`config.mk`:
```
export PLATFORM = sky130hd
export DESIGN_NAME = bus_dev_port
export DESIGN_NICKNAME = d
export VERILOG_FILES = /design/src/rtl/bus_dev_pkg.sv /design/src/rtl/bus_dev_fifo.sv /design/src/rtl/bus_dev_port.sv
export SDC_FILE = /design/constraint.sdc
export NUM_CORES = 1
export LEC_CHECK = 0
export BUFFER_PORTS_ARGS = -buffer_cell sky130_fd_sc_hd__buf_4
export CAP_MARGIN = 20
export CORE_MARGIN = 2
export CORE_UTILIZATION = 54
export DETAILED_ROUTE_END_ITERATION = 8
export MAX_ROUTING_LAYER = met4
export PLACE_DENSITY = 0.84
export SLEW_MARGIN = 20
export SYNTH_ARGS = -nofsm -noshare
export SYNTH_HDL_FRONTEND = slang
export SYNTH_SLANG_ARGS = --single-unit
```
`constraint.sdc`:
```
create_clock -name clk -period 3 [get_ports clk]
set_input_delay 0.3 -clock clk [delete_from_list [all_inputs] [get_ports clk]]
set_output_delay 0.3 -clock clk [all_outputs]
set_load 0.05 [all_outputs]
```
`src/rtl/bus_dev_pkg.sv`:
```
// Shared constants and helpers for the bus device port.
// The address field is the top ADDR_W bits of every packet.
package bus_dev_pkg;

  localparam int ADDR_W = 8;
  localparam logic [ADDR_W-1:0] BROADCAST_DEFAULT = 8'hFF;
  // Widest packet the address helper can take; narrower packets are zero-extended.
  localparam int MAX_PKT_W = 256;

  function automatic logic [ADDR_W-1:0] pkt_addr(
    input logic [MAX_PKT_W-1:0] pkt,
    input int unsigned          pkt_w
  );
    return ADDR_W'(pkt >> (pkt_w - ADDR_W));
  endfunction

endpackage

```
`src/rtl/bus_dev_fifo.sv`:
```
// Show-ahead FIFO: o_data is the head entry whenever o_empty is low.
// A pop is ignored while empty; a push into a full FIFO is accepted only alongside a valid pop.
module bus_dev_fifo #(
  parameter int width = 16,
  parameter int depth = 8,
  localparam int AW   = $clog2(depth),
  localparam int CW   = AW + 1
) (
  input  logic             clk,
  input  logic             rst,
  input  logic             i_push,
  input  logic [width-1:0] i_data,
  input  logic             i_pop,
  output logic [width-1:0] o_data,
  output logic             o_full,
  output logic             o_empty,
  output logic [CW-1:0]    o_count
);

  logic [width-1:0] r_mem [depth];
  logic [AW-1:0]    r_wr_ptr;
  logic [AW-1:0]    r_rd_ptr;
  logic [CW-1:0]    r_count;
  logic             w_rd;
  logic             w_wr;

  assign o_empty = (r_count == '0);
  assign o_full  = (r_count == CW'(depth));
  assign o_count = r_count;
  assign o_data  = r_mem[r_rd_ptr];

  // A full FIFO takes a write only when the same edge frees the head slot.
  assign w_rd = i_pop && !o_empty;
  assign w_wr = i_push && (!o_full || w_rd);

  always_ff @(posedge clk) begin
    if (w_wr) begin
      r_mem[r_wr_ptr] <= i_data;
    end
  end

  always_ff @(posedge clk or posedge rst) begin
    if (rst) begin
      r_wr_ptr <= '0;
      r_rd_ptr <= '0;
      r_count  <= '0;
    end else begin
      if (w_wr) begin
        r_wr_ptr <= r_wr_ptr + 1'b1;
      end
      if (w_rd) begin
        r_rd_ptr <= r_rd_ptr + 1'b1;
      end
      case ({w_wr, w_rd})
        2'b10:   r_count <= r_count + 1'b1;
        2'b01:   r_count <= r_count - 1'b1;
        default: r_count <= r_count;
      endcase
    end
  end

endmodule

```
`src/rtl/bus_dev_port.sv`:
```
// Bus device port: TX FIFO toward the bus, RX FIFO toward the device, drop/underflow status.
// Define BUS_DEV_ADDR_FILTER_EN to accept only packets addressed to id or broadcast.
module bus_dev_port
  import bus_dev_pkg::*;
#(
  parameter int               pckg_sz   = 16,
  parameter int               depth     = 8,
  parameter logic [ADDR_W-1:0] id        = 8'd0,
  parameter logic [ADDR_W-1:0] broadcast = BROADCAST_DEFAULT
) (
  input  logic               clk,
  input  logic               reset,
  input  logic               tx_valid,
  input  logic [pckg_sz-1:0] tx_data,
  output logic               tx_ready,
  output logic               pndng,
  output logic [pckg_sz-1:0] D_pop,
  input  logic               pop,
  input  logic               push,
  input  logic [pckg_sz-1:0] D_push,
  output logic               rx_valid,
  output logic [pckg_sz-1:0] rx_data,
  input  logic               rx_ready,
  output logic [7:0]         rx_drop_cnt,
  output logic               pop_err
);

  logic       w_tx_full;
  logic       w_tx_empty;
  logic       w_tx_wr;
  logic       w_rx_full;
  logic       w_rx_empty;
  logic       w_rx_deq;
  logic       w_addr_ok;
  logic       w_rx_cand;
  logic       w_rx_drop;
  logic [7:0] r_drop_cnt;
  logic       r_pop_err;

  // Ready comes from the registered count only, so a same-edge pop never opens a full FIFO.
  assign tx_ready = !w_tx_full;
  assign pndng    = !w_tx_empty;
  assign w_tx_wr  = tx_valid && tx_ready;

  bus_dev_fifo #(
    .width (pckg_sz),
    .depth (depth)
  ) u_tx_fifo (
    .clk     (clk),
    .rst     (reset),
    .i_push  (w_tx_wr),
    .i_data  (tx_data),
    .i_pop   (pop),
    .o_data  (D_pop),
    .o_full  (w_tx_full),
    .o_empty (w_tx_empty),
    .o_count ()
  );

`ifdef BUS_DEV_ADDR_FILTER_EN
  logic [MAX_PKT_W-1:0] w_push_ext;
  logic [ADDR_W-1:0]    w_push_addr;
  assign w_push_ext  = MAX_PKT_W'(D_push);
  assign w_push_addr = pkt_addr(w_push_ext, pckg_sz);
  assign w_addr_ok   = (w_push_addr == id) || (w_push_addr == broadcast);
`else
  assign w_addr_ok   = 1'b1;
`endif

  assign rx_valid  = !w_rx_empty;
  assign w_rx_deq  = rx_valid && rx_ready;
  assign w_rx_cand = push && w_addr_ok;
  // A dequeue on the same edge frees a slot, so a full FIFO only drops without one.
  assign w_rx_drop = w_rx_cand && w_rx_full && !w_rx_deq;

  bus_dev_fifo #(
    .width (pckg_sz),
    .depth (depth)
  ) u_rx_fifo (
    .clk     (clk),
    .rst     (reset),
    .i_push  (w_rx_cand),
    .i_data  (D_push),
    .i_pop   (rx_ready),
    .o_data  (rx_data),
    .o_full  (w_rx_full),
    .o_empty (w_rx_empty),
    .o_count ()
  );

  always_ff @(posedge clk or posedge reset) begin
    if (reset) begin
      r_drop_cnt <= 8'd0;
      r_pop_err  <= 1'b0;
    end else begin
      if (w_rx_drop && (r_drop_cnt != 8'hFF)) begin
        r_drop_cnt <= r_drop_cnt + 8'd1;
      end
      if (pop && w_tx_empty) begin
        r_pop_err <= 1'b1;
      end
    end
  end

  assign rx_drop_cnt = r_drop_cnt;
  assign pop_err     = r_pop_err;

endmodule
```
* After elaboration in Yosys (flattened, before gate mapping)
Memories as Yosys holds them, arrays and structs flattened.
Index checks and enable logic that the tools add are counted.
** Word-level totals
- Register bits :: 29
- Memory bits (writable) :: 256
- Bits of input ports :: 38
- Output and inout bits :: 44
- Logic and storage cells :: 52
- Memories :: 2
** Memory list
- u_rx_fifo.r_mem :: depth 8, bits a word 16, rd ports 1, clocked after memory_dff 0, wr ports 1, RTL line bus_dev_fifo.sv:20 : logic [width-1:0] r_mem [depth];
- u_tx_fifo.r_mem :: depth 8, bits a word 16, rd ports 1, clocked after memory_dff 0, wr ports 1, RTL line bus_dev_fifo.sv:20
** Cells by class
- Add/sub/neg operators :: 9
- Equality and inequality tests :: 7
- Muxes and demuxes :: 6
- Reduce and logical (&&, ||, !) cells :: 20
** Operators by type and width (count)
- 4-bit case mux with 2 select lines :: 2
- 3-bit by 1-bit adder with 3-bit output, second input constant :: 4
- 1-bit logical AND :: 9
- 4-bit by 1-bit adder with 4-bit output, second input constant :: 2
- 8-bit by 1-bit adder with 8-bit output, second input constant :: 1
- 4-bit == test, second input constant :: 2
- 4-bit zero test :: 2
- 8-bit != test, second input constant :: 1
- 4-bit by 1-bit subtractor with 4-bit output, second input constant :: 2
- 1-bit zero test :: 5
- 2-bit by 1-bit == test with 1-bit output, second input constant :: 2
- 2-bit == test, second input constant :: 2
- 1-bit two-way mux :: 4
- 2-bit nonzero test :: 2
- 1-bit logical OR :: 2

* Longest topological paths before layout
Gate-level depths: netlist of the first run.
- Depth in word-level cells :: 7
- Mapped depth :: 11
- Mapped depth without buffers :: 10

* By module
From an unflattened synthesis of the first run, not the netlist that was laid out.
** Unflattened totals
- Cells, all modules :: 561
- Area total of the unflattened synthesis :: 11566.1 µm²
** By module, submodules not included
- bus_dev_fifo :: times used 2, cells each 258, area each 5536.6 µm², seq. area each 4093.9 µm²
- bus_dev_port :: times used 1, cells each 45, area each 493.0 µm², seq. area each 225.2 µm²

* Least setup slack after synthesis of the first run
OpenSTA, ideal clock, no wires.
- Path type :: flip-flop to flip-flop
- From :: register u_rx_fifo.r_count[3], in the netlist u_rx_fifo.o_count[3]
- To :: memory u_rx_fifo.r_mem[2][0], enable pin
- Library setup time :: 0.436 ns
- Arrival :: 2.862 ns
- Data required time :: 2.564 ns
- Path slack :: -0.298 ns
- Stages on the path, launching flop included :: 5
- Path buffers :: 0
- Clock period less this slack :: 3.298 ns
- Cells stage by stage :: dfrtp_1 nor2b_1 a21boi_1 inv_1 nor4b_1
** Between the ends
- Word-level cells in the longest chain between the ends :: 7
- Elaborated cells on any way between the ends :: 9
- Those cells by class :: 1 x eq/ne; 2 x mux; 6 x reduce/logical
** Ends and longest elaborated chain
- from (decl) :: RTL line bus_dev_fifo.sv:23 : logic [CW-1:0] r_count;
- from (signal assigned) :: RTL line bus_dev_fifo.sv:55 : 2'b10: r_count <= r_count + 1'b1;
- from (signal assigned) :: RTL line bus_dev_fifo.sv:56 : 2'b01: r_count <= r_count - 1'b1;
- from (signal assigned) :: RTL line bus_dev_fifo.sv:57 : default: r_count <= r_count;
- 4-bit zero test :: RTL line bus_dev_fifo.sv:27 : assign o_empty = (r_count == '0);
- 1-bit zero test :: RTL line bus_dev_fifo.sv:33 : assign w_rd = i_pop && !o_empty;
- 1-bit logical AND :: RTL line bus_dev_fifo.sv:33
- 1-bit logical OR * :: RTL line bus_dev_fifo.sv:34 : assign w_wr = i_push && (!o_full || w_rd);
- 1-bit logical AND * :: RTL line bus_dev_fifo.sv:34
- 1-bit two-way mux * :: RTL line bus_dev_fifo.sv:37 : if (w_wr) begin
- 1-bit two-way mux (not written as such) * :: RTL line bus_dev_fifo.sv:38 : r_mem[r_wr_ptr] <= i_data;
- to (decl) :: RTL line bus_dev_fifo.sv:20
Mark *: on every way between the ends. The rest lies on a longest branch, timed or not.

* Worst setup path in the final report of the first run
- From :: register u_tx_fifo.r_count[0], in the netlist u_tx_fifo.o_count[0]
- To :: register u_tx_fifo.r_count[3], in the netlist u_tx_fifo.o_count[3]
** Between the ends
- Word-level cells in the longest chain between the ends :: 7
- Elaborated cells on any way between the ends :: 14
- Those cells by class :: 2 x add/sub; 3 x eq/ne; 1 x mux; 8 x reduce/logical
** Ends and longest elaborated chain
- from (decl) :: RTL line bus_dev_fifo.sv:23
- from (signal assigned) :: RTL line bus_dev_fifo.sv:55
- from (signal assigned) :: RTL line bus_dev_fifo.sv:56
- from (signal assigned) :: RTL line bus_dev_fifo.sv:57
- 4-bit zero test :: RTL line bus_dev_fifo.sv:27
- 1-bit zero test :: RTL line bus_dev_fifo.sv:33
- 1-bit logical AND :: RTL line bus_dev_fifo.sv:33
- 1-bit logical OR :: RTL line bus_dev_fifo.sv:34
- 1-bit logical AND :: RTL line bus_dev_fifo.sv:34
- 2-bit by 1-bit == test with 1-bit output or 2-bit == test (tied branches) :: RTL line bus_dev_fifo.sv:54 : case ({w_wr, w_rd})
- 4-bit case mux with 2 select lines or 2-bit nonzero test (tied branches)
Several ways; a longest one is shown, not always the timed one.
A chain may end at the register's enable or synchronous reset.

==> flow_summary_export.csv, run 1 <==
group,metric,value,unit
outcome,outcome,"finished clean",
cts,clk_latency,0.53,ns
critical_path,r2r_setup_slack,0.35,ns
global_routing,antenna_found_initial,0,
cts,post_cts_buffers,0,
sta,slew_violations,0,
route,route.detailed.vias_per_inst,5.73,
placed_design,place_congestion,0.778,
layout,final_util,0.662,
layout,drive_above_1_share,0.371,
sta,max_slew.worst_pin.slew,1.01,ns
sta,max_freq,0.378,GHz
critical_path,cp-start-kind,"register",
floorplan,die_area,22000,µm²
floorplan,start_util,0.553,
synth,netlist_area,11200,µm²
critical_path,cp.arrival,3.06,ns
sta,tns,0,ns
min_path,hold_end,"u_rx_fifo.r_mem[4][6]",
flow_run,drv_cap,0,
synth,netlist_instances,530,
global_routing,grt_max_degree,35,
floorplan,fp.dieH,148,µm
placed_design,dp_hpwl,12400,µm
layout,diodes,0,
route,drc,0,
power,p_sw,4.94,mW
synth,seq_area_frac_synth,0.749,
sta,setup_viol,0,
layout,mostFrequentLayoutCells,"256 x edfxtp_1, 105 x buf_4, 64 x mux4_2",
power,p_int,9.02,mW
sta,rsz0062_at_grt,"no",
global_routing,grt_overflow,0,
route,wl,21200,µm
critical_path,rr_worst_depth,8,
cts,cts_resized,0,
layout,final_common_cell,"edfxtp_1",
synth,yosysUniqueCellTypes,44,
global_routing,grt_pass1_vias,6032,
layout,area_growth_syn_to_layout,19.7,%
critical_path,required,3.42,ns
route,drt_first_pass_iters,4,
synth,async_flop_share,0.102,
route,wire_per_inst,22.1,µm
critical_path,rr_endpoint,"u_tx_fifo.o_count[3]",
synth,ys_ff_latch,285,
min_path,worstHoldPathType,"in -> reg",
power,ir_worst_vdd,0.833,mV
power,leakage,4.64,nW
synth,ys.warnings.count,0,
synth,synth_edf_count,256,
route,drtIter0Drc,323,
power,power_density,1040,nW/µm²
min_path,min_path_cells,1,
critical_path,cp_max_fo,5,
sta,worst_slack,0.353,ns
synth,synthFlopType,"edfxtp_1",
placed_design,portBuffers,81,
cts,clk_pin_slew,0.06,ns
layout,fin_nets,721,
power,seq_power_share,0.392,
floorplan,fp.coreArea,20300,µm²
cts,ctsRootBufferMaster,"clkbuf_16",
route,vias,5498,
cts,cts_tree,"done",
power,clockPowerShare,0.221,
cts,cts_sinks,285,
synth,syn_avg_cell_area,21.2,µm²
synth,syn_nets,580,
sta,finalHoldViolCount,0,
sta,skew,0.0258,ns
cts,cts_buffer_depth,3,
power,pwr-share-comb,0.387,
critical_path,reg2reg_from,"u_tx_fifo.o_count[0]",
global_routing,grt_pass1_wl,33300,µm
sta,timing.final.crit_share,0.882,
sta,relSlewSlack,0.325,
power,switching_share,0.354,
cts,cts-htree-levels,1,
placed_design,pre_cts_ws,0.373,ns
min_path,min_from,"D_push[6]",
critical_path,crit_path_end_kind,"register",
floorplan,num_rows,52,
cts,numCtsBuffers,27,
power,power,14.0,mW
route,ant_nets,0,
sta,fin_crit,2.65,ns
floorplan,fp.dieW,148,µm
floorplan,io_pins,82,
global_routing,groute.usage.overall,0.205,
critical_path,worstSetupPathType,"reg -> reg",
cell usage after synthesis, drive strengths merged (2+ instances only):
| cell type | n | share of area |
|---|---|---|
| nand2 | 15 | 0.0050 |
| clkbuf | 13 | 0.0045 |
| mux4 | 64 | 0.13 |
| nand3 | 8 | 0.0036 |
| or4 | 2 | 0.0017 |
| o21ai | 3 | 0.0013 |
| nor4 | 3 | 0.0017 |
| dfrtp | 29 | 0.065 |
| a21oi | 3 | 0.0013 |
| edfxtp | 256 | 0.68 |
| mux2i | 2 | 0.0018 |
| buf | 11 | 0.0052 |
| nor4bb | 2 | 0.0018 |
| nor3b | 2 | 0.0013 |
| inv | 8 | 0.0027 |
| xnor2 | 9 | 0.0070 |
| nor2 | 11 | 0.0037 |
| xor2 | 10 | 0.0078 |
| nand2b | 4 | 0.0022 |
| nor3 | 8 | 0.0046 |
| nand4 | 2 | 0.0011 |
| mux2 | 40 | 0.040 |
| ha | 11 | 0.012 |
worst max-delay path, stage by stage (launching register included):
cell and delay [ns]:
dfrtp_1 0.43, or4b_1 0.61, nand2_1 0.16, ha_1 0.26, ha_1 0.27, a21o_1 0.21, a2111oi_0 0.36, nand4b_1 0.16
nand3_1 0.07
kinds of logic (layout without fill, tap and decap cells):
logic type / Yosys count / count (layout) / synth area share
AND/OR/NAND/NOR: 64 / 64 / 0.0316
flip-flops: 285 / 285 / 0.749
multiplexers: 106 / 106 / 0.171
XOR/XNOR: 19 / 19 / 0.0148
AO/OA/AOI/OAI: 12 / 12 / 0.00724
buffers and inverters: 32 / 192 / 0.0124
adder cells (fa/ha/maj): 12 / 12 / 0.0140
flip-flops by register name, indices dropped and copies added, names as in the netlist:
signal,cells
pop_err,1
u_rx_fifo.r_rd_ptr,3
u_rx_fifo.r_wr_ptr,3
u_rx_fifo.r_mem,128
u_tx_fifo.r_rd_ptr,3
u_tx_fifo.r_wr_ptr,3
rx_drop_cnt,8
u_rx_fifo.o_count,4
u_tx_fifo.o_count,4
u_tx_fifo.r_mem,128
per-stage QoR:
step / std cells / hold slack [ns] / instance area, µm²
2_1_floorplan: 530 / 0.378 / 11200
3_3_place_gp: 883 / 0.409 / 12400
3_5_place_dp: 883 / 0.424 / 12400
4_1_cts: 960 / 0.000326 / 13400
5_1_grt: 960 / 0.00242 / 13400
6_report: 960 / 0.0161 / 13400
power groups by stage:
stage / clock [mW] / combinational, mW / sequential [mW]
after floorplan: 0 / 3.99 / 5.38
after global placement: 0 / 5.26 / 5.47
after detailed placement: 0 / 5.43 / 5.54
after CTS: 3.14 / 5.50 / 5.47
after global routing: 3.28 / 5.74 / 5.54
final: 3.08 / 5.40 / 5.47
repair_timing:
item / CTS / global route
endpoints found under the hold margin: 222 / 0
endpoints found under the setup margin: 0 / 0
hold buffers: 29 / 0
layer usage:
layer,up-vias,GRT usage,wire [µm]
li1,2440,-,-
met1,2846,0.251,8180
met2,172,0.353,11400
met3,40,0.0362,1130
met4,0,0.0633,522
met5,-,-,0
how the worst max path moves through the flow:
stage / start / end / slack [ns]
2_1_floorplan: u_tx_fifo.o_count[3] / u_tx_fifo.r_mem[0][0] / 0.02
3_3_place_gp: u_tx_fifo.o_count[0] / u_tx_fifo.o_count[3] / 0.46
3_5_place_dp: u_tx_fifo.o_count[0] / u_tx_fifo.o_count[3] / 0.37
4_1_cts: u_tx_fifo.o_count[0] / u_tx_fifo.o_count[3] / 0.37
5_1_grt: u_rx_fifo.o_count[2] / u_rx_fifo.o_count[3] / 0.25
6_report: u_tx_fifo.o_count[0] / u_tx_fifo.o_count[3] / 0.35
cell type report:
cell class | instances | area [µm²]
Clock inverter | 11 | 78.8
Tap cell | 270 | 338
Fill cell | 1298 | 6860
Clock buffer | 37 | 713
Sequential cell | 285 | 8420
Multi-Input combinational cell | 213 | 2750
Timing Repair Buffer | 136 | 1120
Inverter | 8 | 30.0
No activity file was read; power rests on OpenSTA's default activity.
==> run 2: changes to the inputs <==
--- a/config.mk
+++ b/config.mk
@@ -8,7 +8,7 @@
 export BUFFER_PORTS_ARGS = -buffer_cell sky130_fd_sc_hd__buf_4
 export CAP_MARGIN = 20
 export CORE_MARGIN = 2
-export CORE_UTILIZATION = 54
+export CORE_UTILIZATION = 57
 export DETAILED_ROUTE_END_ITERATION = 8
 export MAX_ROUTING_LAYER = met4
 export PLACE_DENSITY = 0.84
==> constraint.sdc (replaced) <==
create_clock -name clk -period 3.1 [get_ports clk]
set_input_delay 0.31 -clock clk [delete_from_list [all_inputs] [get_ports clk]]
set_output_delay 0.31 -clock clk [all_outputs]
set_load 0.05 [all_outputs]
==> run 2 against run 1 <==
Net effect:
- combinational power is 5.7% lower
- clock power increased by 6.8%
- non-clock buffer count shrank 33
- flip-flop and latch count unchanged
- global-route usage increased by 0.21 points
- clock skew is 0.018 ns lower
- first-iteration DRC count rose by 30%
- sequential share of layout area is 1.0 points higher
- register-to-register slack got worse by 0.03 ns
- power decreased by 1.8%
==> flow_summary_export.csv, run 2 (same netlist as run 1, synthesis figures left out) <==
group,metric,value,unit
outcome,outcome,"finished clean",
power,power_density,1040,nW/µm²
cts,cts_sinks,285,
critical_path,crit_path_end_kind,"register",
cts,ctsRootBufferMaster,"clkbuf_16",
cts,cts_buffer_depth,3,
layout,fin_nets,689,
layout,area_growth_syn_to_layout,17.8,%
route,drtIter0Drc,420,
floorplan,start_util,0.579,
critical_path,rr_endpoint,"u_tx_fifo.o_count[3]",
route,ant_nets,0,
placed_design,place_congestion,0.814,
global_routing,grt_overflow,0,
route,vias,5402,
route,drt_first_pass_iters,5,
critical_path,reg2reg_from,"u_tx_fifo.o_count[0]",
route,wire_per_inst,22.2,µm
floorplan,fp.dieH,144,µm
cts,cts-htree-levels,1,
sta,slew_violations,0,
global_routing,grt_pass1_wl,31400,µm
sta,skew,0.00812,ns
placed_design,dp_hpwl,12000,µm
route,route.detailed.vias_per_inst,5.83,
sta,fin_crit,2.78,ns
sta,max_freq,0.360,GHz
power,leakage,4.55,nW
layout,drive_above_1_share,0.396,
cts,clk_latency,0.52,ns
cts,clk_pin_slew,0.06,ns
layout,num-fill-cells,1207,
min_path,worstHoldPathType,"in -> reg",
cts,numCtsBuffers,28,
global_routing,groute.usage.overall,0.207,
sta,setup_viol,0,
cts,hold_buffers,0,
floorplan,die_area,20800,µm²
cts,cts_tree,"done",
layout,mostFrequentLayoutCells,"256 x edfxtp_1, 100 x buf_4, 64 x mux4_2",
sta,finalHoldWorstSlack,0.0190,ns
sta,tns,0,ns
floorplan,num_rows,51,
sta,rsz0062_at_grt,"no",
power,ir_worst_vdd,0.560,mV
layout,final_common_cell,"edfxtp_1",
sta,finalHoldViolCount,0,
cts,cts_resized,0,
critical_path,required,3.49,ns
sta,relSlewSlack,0.362,
critical_path,r2r_setup_slack,0.32,ns
placed_design,portBuffers,81,
route,wl,20600,µm
power,power,13.7,mW
critical_path,rr_worst_depth,8,
min_path,hold_end,"u_tx_fifo.r_mem[4][3]",
flow_run,drv_cap,0,
min_path,min_from,"tx_data[3]",
global_routing,grt_pass1_vias,5675,
critical_path,worstSetupPathType,"reg -> reg",
min_path,min_path_cells,1,
cts,post_cts_buffers,0,
critical_path,cp.arrival,3.16,ns
critical_path,cp_max_fo,5,
global_routing,grt_max_degree,35,
floorplan,io_pins,82,
layout,diodes,0,
floorplan,fp.coreArea,19400,µm²
global_routing,antenna_found_initial,0,
sta,timing.final.crit_share,0.895,
critical_path,cp-start-kind,"register",
layout,final_util,0.682,
floorplan,fp.dieW,144,µm
sta,max_slew.worst_pin.slew,0.957,ns
route,drc,0,
[run 2: power by group]
group / internal (mW) / total, mW / switching, mW
sequential: 4.87 / 5.34 / 0.471
combinational: 2.12 / 5.09 / 2.97
clock: 1.95 / 3.29 / 1.34
[run 2: layer usage]
layer  global-route usage  vias to the layer above  share of wire
li1                     -                     2385              -
met1                0.270                     2811           0.41
met2                0.348                      173           0.52
met3               0.0301                       33          0.046
met4               0.0562                        0          0.020
met5                    -                        -              0
[run 2: critical path: stages (launching register included)]
cell,delay (ns)
dfrtp_1,0.43
or4b_1,0.61
nand2_1,0.17
ha_1,0.27
ha_1,0.26
a21o_1,0.21
a2111oi_0,0.43
nand4b_1,0.18
nand3_1,0.09
[run 2: how the worst max path moves through the flow]
stage                                      from  cells after the start                    end
final                      u_tx_fifo.o_count[0]                      8   u_tx_fifo.o_count[3]
after global routing       u_tx_fifo.o_count[0]                      8   u_tx_fifo.o_count[3]
after CTS                 u_tx_fifo.r_rd_ptr[0]                      4              D_pop[12]
after detailed placement   u_tx_fifo.o_count[0]                      8   u_tx_fifo.o_count[3]
after global placement     u_tx_fifo.o_count[0]                      8   u_tx_fifo.o_count[3]
after floorplan            u_rx_fifo.o_count[3]                      4  u_rx_fifo.r_mem[0][0]
[run 2: area by class of cell]
| cell class | count | area (µm²) | area share |
|---|---|---|---|
| Inverter | 8 | 30.0 | 0.00227 |
| Sequential cell | 285 | 8420 | 0.636 |
| Clock inverter | 19 | 171 | 0.0130 |
| Tap cell | 265 | 332 | 0.0251 |
| Clock buffer | 33 | 741 | 0.0560 |
| Multi-Input combinational cell | 213 | 2730 | 0.207 |
| Timing Repair Buffer | 103 | 801 | 0.0606 |
[run 2: metrics by stage]
stage               worst slack (ns)  instance area (µm²)  instances
finish                         0.325                13200        926
global route                   0.195                13200        926
CTS                            0.329                13200        925
detailed placement             0.386                12300        873
global placement               0.548                12300        873
floorplan                     0.0142                11200        530
==> run 3: changes to the inputs <==
--- a/config.mk
+++ b/config.mk
@@ -11,7 +11,7 @@
 export CORE_UTILIZATION = 57
 export DETAILED_ROUTE_END_ITERATION = 8
 export MAX_ROUTING_LAYER = met4
-export PLACE_DENSITY = 0.84
+export PLACE_DENSITY = 0.72
 export SLEW_MARGIN = 20
 export SYNTH_ARGS = -nofsm -noshare
 export SYNTH_HDL_FRONTEND = slang
==> run 3 against run 2 <==
Net effect:
- flip-flop and latch count unchanged
- cell count increased by 0.97%
- largest cell class unchanged
- non-clock buffer count up 9
- critical path type is now reg -> out
- via count down 1.3%
- die area did not move
- highest routed layer unchanged
==> flow_summary_export.csv, run 3 (same netlist as run 1, synthesis figures left out) <==
group,metric,value,unit
floorplan,fp.dieH,144,µm
global_routing,grt_pass1_vias,5743,
route,ant_nets,0,
sta,timing.final.crit_share,0.911,
sta,fin_crit,2.82,ns
floorplan,num_rows,51,
cts,numCtsBuffers,28,
cts,clk_latency,0.52,ns
power,pwr-share-comb,0.374,
power,p_sw,4.71,mW
route,vias,5334,
sta,worst_slack,0.276,ns
critical_path,slowest_delay,0.68,ns
critical_path,worstSetupPathType,"reg -> out",
sta,max_freq,0.354,GHz
placed_design,portBuffers,81,
min_path,worstHoldPathType,"in -> reg",
floorplan,start_util,0.579,
layout,final_common_cell,"edfxtp_1",
route,drt_first_pass_iters,4,
sta,finalHoldViolCount,0,
floorplan,die_area,20800,µm²
critical_path,cp.arrival,2.51,ns
cts,cts_buffer_depth,3,
sta,rsz0062_at_grt,"no",
critical_path,required,2.79,ns
placed_design,post-place-cells,877,
placed_design,place_congestion,0.789,
flow_run,drv_cap,0,
sta,finalHoldWorstSlack,0.0195,ns
cts,cts_tree,"done",
placed_design,placed_cell_area,12400,µm²
route,drtIter0Drc,277,
route,drc,0,
power,seq_power_share,0.389,
critical_path,cp-start-kind,"register",
critical_path,r2r_setup_slack,0.41,ns
sta,relSlewSlack,0.357,
layout,area_growth_syn_to_layout,18.6,%
sta,setup_viol,0,
floorplan,fp.coreArea,19400,µm²
global_routing,groute.usage.overall,0.207,
critical_path,crit_top_cell,"buf_4",
floorplan,io_pins,82,
floorplan,fp.dieW,144,µm
global_routing,grt_max_degree,35,
critical_path,critical-path-slowest-cell,"dfrtp_2",
outcome,outcome,"finished clean",
layout,final_util,0.686,
power,ir_worst_vdd,0.664,mV
route,route.detailed.vias_per_inst,5.70,
cts,cts-htree-levels,1,
placed_design,dp_hpwl,12000,µm
cts,clk_pin_slew,0.06,ns
placed_design,pre_cts_ws,0.458,ns
critical_path,cp_max_fo,14,
layout,drive_above_1_share,0.390,
layout,diodes,0,
route,wl,20000,µm
global_routing,grt_pass1_wl,31000,µm
power,p_int,8.97,mW
cts,cts_sinks,285,
critical_path,path_cells,"buf_4 -> mux4_2 -> mux2_2 -> buf_4",
sta,skew,0.0136,ns
layout,final_area,13300,µm²
global_routing,grt_overflow,0,
power,power,13.7,mW
cts,ctsRootBufferMaster,"clkbuf_16",
power,switching_share,0.344,
layout,final_cells,935,
layout,mostFrequentLayoutCells,"256 x edfxtp_1, 103 x buf_4, 64 x mux4_2",
critical_path,crit_path_end_kind,"output pin",
sta,tns,0,ns
power,power_density,1030,nW/µm²
sta,max_slew.worst_pin.slew,0.961,ns
power,clockPowerShare,0.237,
route,wire_per_inst,21.4,µm
global_routing,antenna_found_initial,0,
power,leakage,4.60,nW
sta,slew_violations,0,
layout,fin_nets,698,
## run 3: final cells by class
class,count,area (µm²)
Timing Repair Buffer,112,901
Clock inverter,9,90.1
Fill cell,1244,6080
Inverter,8,30.0
Sequential cell,285,8420
Clock buffer,43,808
Tap cell,265,332
Multi-Input combinational cell,213,2740
## run 3: critical path: cells and delay by family (launching register included)
| kind | cells | cell delay (ns) |
|---|---|---|
| muxes | 2 | 0.81 |
| DFF | 1 | 0.68 |
| buffers and inverters | 2 | 0.49 |
## run 3: repair_timing
action                    CTS  global route
hold buffers                6             0
setup buffers               0             0
hold endpoints to repair   43             0
gates resized for setup     0             0
## run 3: path summary, 6_finish.rpt
path | start | end | cells after the start
setup / recovery | u_tx_fifo.r_rd_ptr[0] | D_pop[9] | 4
hold / removal | D_push[2] | u_rx_fifo.r_mem[6][2] | 1
setup reg to reg | u_tx_fifo.o_count[0] | u_tx_fifo.o_count[3] | 8
hold reg to reg | pop_err | pop_err | 1
max in group asynchronous | reset | u_rx_fifo.r_rd_ptr[0] | 4
min in group asynchronous | reset | u_tx_fifo.o_count[0] | 3
## run 3: power groups by stage
stage,clock (mW),combinational (mW),sequential [mW]
after global placement,0,5.07,5.35
after global routing,3.47,5.42,5.40
after floorplan,0,3.85,5.20
after detailed placement,0,5.17,5.41
after CTS,3.31,5.20,5.33
final,3.24,5.12,5.32
## run 3: metal layers
layer / vias up / wire length, µm / track usage
li1: 2390 / - / -
met1: 2773 / 7840 / 0.251
met2: 132 / 10800 / 0.364
met3: 39 / 905 / 0.0377
met4: 0 / 439 / 0.0491
met5: - / 0 / -
